--- src/rtl/trapezoid_raster_stream.sv ---
// Trapezoid scan-converter: loads four vertices of a horizontal-edged
// trapezoid and streams every covered integer pixel over valid/ready.
// Row bounds come from exact numerators divided by dy each row, so the
// edges carry no accumulated rounding drift.
module trapezoid_raster_stream #(
    parameter int unsigned W          = 8,
    parameter int unsigned SERPENTINE = 0
) (
    input  logic                clk,
    input  logic                reset,
    input  logic                nt,
    input  logic signed [W-1:0] xi,
    input  logic signed [W-1:0] yi,
    input  logic                po_ready,
    output logic                busy,
    output logic                po,
    output logic signed [W-1:0] xo,
    output logic signed [W-1:0] yo,
    output logic                done,
    output logic                err
);

    localparam int unsigned DW   = W + 1;
    localparam int unsigned AW   = 2 * W + 2;
    localparam bit          SERP = (SERPENTINE != 0);

    typedef enum logic [2:0] {
        S_IDLE,
        S_LOAD,
        S_SETUP,
        S_RUN,
        S_DONE
    } state_t;

    state_t state, state_nx;

    // Captured vertices
    logic signed [W-1:0]  xul_q, xur_q, xdl_q, xdr_q, yu_q, yd_q;
    logic signed [W-1:0]  xul_d, xur_d, xdl_d, xdr_d, yu_d, yd_d;
    // Edge deltas and exact edge numerators for the next row
    logic signed [DW-1:0] dy_q, dxl_q, dxr_q, dy_d, dxl_d, dxr_d;
    logic signed [AW-1:0] acc_l_q, acc_r_q, acc_l_d, acc_r_d;
    // Current row bounds and scan bookkeeping
    logic signed [W-1:0]  row_l_q, row_r_q, row_l_d, row_r_d;
    logic                 odd_q, odd_d;
    logic                 row_load_q, row_load_d;
    logic [1:0]           load_cnt_q, load_cnt_d;
    // Next values of the registered outputs
    logic                 busy_d, po_d, done_d, err_d;
    logic signed [W-1:0]  xo_d, yo_d;

    // Combinational helpers
    logic signed [DW-1:0] dy_c, dxl_c, dxr_c;
    logic signed [AW-1:0] div_c, xl_c, xr_c;
    logic                 bad_c, row_ok_c, rev_c, eor_c, last_row_c, xfer_c;

    // Floor of n/d for d > 0 (native division truncates toward zero)
    function automatic logic signed [AW-1:0] floor_div(
        input logic signed [AW-1:0] n,
        input logic signed [AW-1:0] d
    );
        logic signed [AW-1:0] q;
        logic signed [AW-1:0] r;
        q = n / d;
        r = n % d;
        if (r < AW'(0)) q = q - AW'(1);
        return q;
    endfunction

    // Ceiling of n/d for d > 0
    function automatic logic signed [AW-1:0] ceil_div(
        input logic signed [AW-1:0] n,
        input logic signed [AW-1:0] d
    );
        logic signed [AW-1:0] q;
        logic signed [AW-1:0] r;
        q = n / d;
        r = n % d;
        if (r > AW'(0)) q = q + AW'(1);
        return q;
    endfunction

    // Setup arithmetic, row-bound division and scan-position decode
    always_comb begin
        dy_c       = DW'(yu_q) - DW'(yd_q);
        dxl_c      = DW'(xul_q) - DW'(xdl_q);
        dxr_c      = DW'(xur_q) - DW'(xdr_q);
        bad_c      = (yd_q > yu_q) || (xdl_q > xdr_q) || (xul_q > xur_q);
        div_c      = (dy_q == DW'(0)) ? AW'(1) : AW'(dy_q);
        xl_c       = ceil_div(acc_l_q, div_c);
        xr_c       = floor_div(acc_r_q, div_c);
        row_ok_c   = (xl_c <= xr_c);
        rev_c      = SERP && odd_q;
        eor_c      = rev_c ? (xo == row_l_q) : (xo == row_r_q);
        last_row_c = (yo == yu_q);
        xfer_c     = po && po_ready;
    end

    // FSM state register
    always_ff @(posedge clk or posedge reset) begin
        if (reset) state <= S_IDLE;
        else       state <= state_nx;
    end

    // FSM next-state logic
    always_comb begin
        state_nx = state;
        case (state)
            S_IDLE:  if (nt) state_nx = S_LOAD;
            S_LOAD:  if (load_cnt_q == 2'd2) state_nx = S_SETUP;
            S_SETUP: state_nx = bad_c ? S_DONE : S_RUN;
            S_RUN: begin
                if (!row_load_q) begin
                    if (xfer_c && eor_c && last_row_c) state_nx = S_DONE;
                end else if (!row_ok_c && last_row_c) begin
                    state_nx = S_DONE;
                end
            end
            S_DONE:  state_nx = S_IDLE;
            default: state_nx = S_IDLE;
        endcase
    end

    // FSM output and datapath next-value logic
    always_comb begin
        xul_d      = xul_q;
        xur_d      = xur_q;
        xdl_d      = xdl_q;
        xdr_d      = xdr_q;
        yu_d       = yu_q;
        yd_d       = yd_q;
        dy_d       = dy_q;
        dxl_d      = dxl_q;
        dxr_d      = dxr_q;
        acc_l_d    = acc_l_q;
        acc_r_d    = acc_r_q;
        row_l_d    = row_l_q;
        row_r_d    = row_r_q;
        odd_d      = odd_q;
        row_load_d = row_load_q;
        load_cnt_d = load_cnt_q;
        busy_d     = busy;
        po_d       = po;
        xo_d       = xo;
        yo_d       = yo;
        done_d     = 1'b0;
        err_d      = 1'b0;

        case (state)
            S_IDLE: begin
                if (nt) begin
                    xul_d      = xi;
                    yu_d       = yi;
                    busy_d     = 1'b1;
                    load_cnt_d = 2'd0;
                end
            end
            S_LOAD: begin
                load_cnt_d = load_cnt_q + 2'd1;
                case (load_cnt_q)
                    2'd0: xur_d = xi;
                    2'd1: begin
                        xdl_d = xi;
                        yd_d  = yi;
                    end
                    default: xdr_d = xi;
                endcase
            end
            S_SETUP: begin
                dy_d    = dy_c;
                dxl_d   = dxl_c;
                dxr_d   = dxr_c;
                // Numerators for row 1; row 0 is the bottom edge itself
                acc_l_d = AW'(xdl_q) * AW'(dy_c) + AW'(dxl_c);
                acc_r_d = AW'(xdr_q) * AW'(dy_c) + AW'(dxr_c);
                if (bad_c) begin
                    done_d = 1'b1;
                    err_d  = 1'b1;
                end else begin
                    po_d       = 1'b1;
                    xo_d       = xdl_q;
                    yo_d       = yd_q;
                    row_l_d    = xdl_q;
                    row_r_d    = xdr_q;
                    odd_d      = 1'b0;
                    row_load_d = 1'b0;
                end
            end
            S_RUN: begin
                if (!row_load_q) begin
                    if (xfer_c) begin
                        if (!eor_c) begin
                            xo_d = rev_c ? (xo - W'(1)) : (xo + W'(1));
                        end else begin
                            po_d = 1'b0;
                            if (last_row_c) begin
                                done_d = 1'b1;
                            end else begin
                                row_load_d = 1'b1;
                                yo_d       = yo + W'(1);
                                odd_d      = ~odd_q;
                            end
                        end
                    end
                end else begin
                    // Row setup bubble: odd_q already holds this row's parity
                    acc_l_d = acc_l_q + AW'(dxl_q);
                    acc_r_d = acc_r_q + AW'(dxr_q);
                    if (row_ok_c) begin
                        po_d       = 1'b1;
                        row_load_d = 1'b0;
                        row_l_d    = W'(xl_c);
                        row_r_d    = W'(xr_c);
                        xo_d       = rev_c ? W'(xr_c) : W'(xl_c);
                    end else if (last_row_c) begin
                        done_d = 1'b1;
                    end else begin
                        yo_d  = yo + W'(1);
                        odd_d = ~odd_q;
                    end
                end
            end
            S_DONE: begin
                busy_d = 1'b0;
            end
            default: begin
                busy_d = 1'b0;
                po_d   = 1'b0;
            end
        endcase
    end

    // Datapath and output registers
    always_ff @(posedge clk or posedge reset) begin
        if (reset) begin
            xul_q      <= '0;
            xur_q      <= '0;
            xdl_q      <= '0;
            xdr_q      <= '0;
            yu_q       <= '0;
            yd_q       <= '0;
            dy_q       <= '0;
            dxl_q      <= '0;
            dxr_q      <= '0;
            acc_l_q    <= '0;
            acc_r_q    <= '0;
            row_l_q    <= '0;
            row_r_q    <= '0;
            odd_q      <= 1'b0;
            row_load_q <= 1'b0;
            load_cnt_q <= 2'd0;
            busy       <= 1'b0;
            po         <= 1'b0;
            xo         <= '0;
            yo         <= '0;
            done       <= 1'b0;
            err        <= 1'b0;
        end else begin
            xul_q      <= xul_d;
            xur_q      <= xur_d;
            xdl_q      <= xdl_d;
            xdr_q      <= xdr_d;
            yu_q       <= yu_d;
            yd_q       <= yd_d;
            dy_q       <= dy_d;
            dxl_q      <= dxl_d;
            dxr_q      <= dxr_d;
            acc_l_q    <= acc_l_d;
            acc_r_q    <= acc_r_d;
            row_l_q    <= row_l_d;
            row_r_q    <= row_r_d;
            odd_q      <= odd_d;
            row_load_q <= row_load_d;
            load_cnt_q <= load_cnt_d;
            busy       <= busy_d;
            po         <= po_d;
            xo         <= xo_d;
            yo         <= yo_d;
            done       <= done_d;
            err        <= err_d;
        end
    end

endmodule

--- config.mk ---
export PLATFORM = sky130hd
export DESIGN_NAME = trapezoid_raster_stream
export DESIGN_NICKNAME = d
export VERILOG_FILES = /design/src/rtl/trapezoid_raster_stream.sv
export SDC_FILE = /design/constraint.sdc
export NUM_CORES = 2
export LEC_CHECK = 0
export BUFFER_PORTS_ARGS = -buffer_cell sky130_fd_sc_hd__buf_4
export CAP_MARGIN = 25
export CORE_MARGIN = 5
export CORE_UTILIZATION = 50
export CTS_CLUSTER_SIZE = 30
export DETAILED_ROUTE_END_ITERATION = 7
export PLACE_DENSITY = 0.65
export SYNTH_ARGS = -nofsm -noshare
export SYNTH_HDL_FRONTEND = slang
export SYNTH_SLANG_ARGS = --single-unit
--- constraint.sdc ---
create_clock -name clk -period 89.3 [get_ports clk]
set_clock_uncertainty 0.2 [all_clocks]
set_input_delay 17.86 -clock clk [delete_from_list [all_inputs] [get_ports clk]]
set_output_delay 17.86 -clock clk [all_outputs]
set_load 0.05 [all_outputs]
==> out/summary.txt <==
Start of the worst register-to-register path: dy_q[8]
Die H: 287 um
Buffers added on ports: 39
First-pass GRT wire length: 202,000 um
Initial antenna violation count: 0
Fin crit share: 0.556
Worst Max-Slew Pin Slew: 1170 ps
Met3 WL: 9780 um
Area growth from synthesis to layout: 6.65%
Final setup viols: 0
Number of cells on the worst reg-to-reg path: 160
GRT Overall Usage: 0.301
Worst skew pair latency: 460 ps
Ant diodes: 0
Worst Hold End: dxl_q[0]
Hold depth: 2
Area contributors post-synth: ha_1 17%, dfrtp_1 9.5%, fa_1 8.0%
Most frequent CP cell: ha_1
Vias per std cell: 6.24
Placed cell area: 40,200 um^2
Worst Path Required: 89,430 ps
Yosys reg bits: 145
CTS Hold Buffers Added: 0
Root Buffer: clkbuf_16
Sink Count: 145
Clk slew on worst S/H paths: 80 ps
Cts bufs inserted: 17
Cells after Synth: 5,078
FP Rows: 101
Metal-1 WL: 57,300 um
Max cap viols: 0
Critical Path Source Type: flip-flop
Worst slew margin: 0.214
Full die area: 82,200 um^2
Drt drc: 0
Final Critical Period: 49,610 ps
CTS Buffer Depth: 2
Post-synth EDFFs: 0
Fin Setup TNS: 0 ps
HPWL Detailed: 101,000 um
Slowest cell on the critical path: dfrtp_1
Drt first-iter violations: 3,650
Layout fillers: 7,397
Placed Cells incl. Taps: 6,136
Post-CTS setup buffer count: 0
H-tree levels: 4
Routed vias: 38,500
Io pins: 40
Hold Crit Class: flip-flop to flip-flop
Setup repair after global routing missed its margin: false
Post-Route WL: 128,000 um
Avg Cell Area, Syn: 7.54 um^2
Worst setup EP type: flip-flop
Area share of the leading cell type in the synthesized netlist: 0.173
Critical R2R Capture: row_r_q[3]
Reg area: 3630 um^2
Highest metal used: met4
Layout cell share with drive strength beyond 1: 0.0611
CTS tree: yes
Crit path DAT: 49,740 ps
Footprint of the multi-input gates: 33,100 um^2
Max stage delay on crit path: 900 ps
Final Max Tran Viols: 0
Hold path startpoint: dxl_q[0]
Cell Count, Final, Fillers Out: 6,170
DR WL/cell: 20.7 um
Ys flop type: dfrtp_1
TritonRoute pass-1 iters: 6
Final Cell Area: 40,800 um^2
Area leader, netlist: ha_1
Starting Density: 0.504
Vias in the first global route: 36,300
Register area share after synthesis: 0.0948
Mapped cell area: 38,300 um^2
Worst R2R Setup Slack: 39,690 ps
Post_cts resized: 0
Asr flop ratio synth: 1.00
Final ANT Viol Nets: 0
CP max FO: 40
CP Class: flip-flop to flip-flop
Nets: 5,829
Met2 routed WL: 56,400 um
Final hold vios: 0
Highest clock rate: 20.2 MHz
Warnings, synthesis: 0
Yosys cell types: 117
Remaining Overflow, GRT: 0
Chip width: 287 um
Routability cong.: 0.986
Core area: 75,900 um^2
Outcome: completed
Largest net degree at the start of global routing: 86
[sequential cells by signal, summed over array words and instances, names as in the netlist, 9 cells and up]
name,cells
acc_r_q,18
dy_q,9
dxl_q,9
acc_l_q,18
dxr_q,9
[cell usage after synthesis, drive strengths merged (66+ instances only)]
library cell / number
or3: 68
and2: 72
nand2b: 66
a21oi: 348
ha: 529
fa: 153
nor3: 149
nor2: 374
a21o: 117
nand2: 559
nand3: 114
o21a: 136
clkbuf: 128
o21ai: 324
o211ai: 72
xnor2: 231
xor2: 122
inv: 375
dfrtp: 145
[cell usage in the layout (no fill, tap or decap), drive strengths merged, types with 99 or more instances in the layout]
cell / synthesis / layout
nor2: 374 / 374
o21ai: 324 / 324
a21o: 117 / 117
a21oi: 348 / 348
xnor2: 231 / 231
nand3: 114 / 114
fa: 153 / 153
dfrtp: 145 / 145
o21a: 136 / 136
xor2: 122 / 122
nor3: 149 / 149
ha: 529 / 529
nand2: 559 / 559
buf: 31 / 99
inv: 375 / 382
[kinds of logic (layout without fill, tap and decap cells)]
kind of cell	Yosys count	in the layout	share of synthesized area
AO/OA/AOI/OAI	1562	1562	0.276
buffers and inverters	535	508	0.0532
adder cells (fa/ha/maj)	682	682	0.253
AND/OR/NAND/NOR	1707	1707	0.216
other	1	90	0.0000980
XOR/XNOR	353	353	0.0808
multiplexers	93	93	0.0264
flip-flops	145	145	0.0948
[area by class of cell]
cell class / count / area share
Multi-Input combinational cell: 4487 / 0.811
Clock inverter: 15 / 0.00506
Sequential cell: 145 / 0.0889
Clock buffer: 17 / 0.0104
Inverter: 376 / 0.0347
Tap cell: 1030 / 0.0316
Timing Repair Buffer: 100 / 0.0188
[worst max path at each step]
stage                 start          to  depth (start not counted)
floorplan           dy_q[8]       xo[2]                        170
global placement    dy_q[8]       xo[2]                        158
detailed placement  dy_q[8]  row_r_q[3]                        159
CTS                 dy_q[8]  row_r_q[3]                        159
global route        dy_q[8]  row_r_q[3]                        160
finish              dy_q[8]  row_r_q[3]                        160
[through the flow]
| stage | util | setup slack (ps) | hold WS [ps] |
|---|---|---|---|
| 5_1_grt | 0.538 | 36690 | 319 |
| 2_1_floorplan | - | 47760 | 253 |
| 3_5_place_dp | 0.529 | 40770 | 278 |
| 6_report | 0.538 | 39690 | 293 |
| 3_3_place_gp | 0.528 | 40890 | 275 |
| 4_1_cts | 0.537 | 40510 | 295 |
[layer usage]
metal  up-vias  global-route usage
met1     18300               0.426
met2      1471               0.482
met3       241              0.0369
met4         0              0.0873
met5         -                   0
li1      18500                   -
[worst max-delay path: cells and delay by family (launching register included)]
family / cells / cell delay, ps
compound gates: 83 / 25120
fa+ha+maj: 20 / 6340
buf+inv: 11 / 2340
flops: 1 / 900
mux: 6 / 2320
simple gates: 40 / 12160
Power is left out: the tool's default activity adds up to more than one toggle a clock period on the data nets, which glitch-free logic cannot reach.
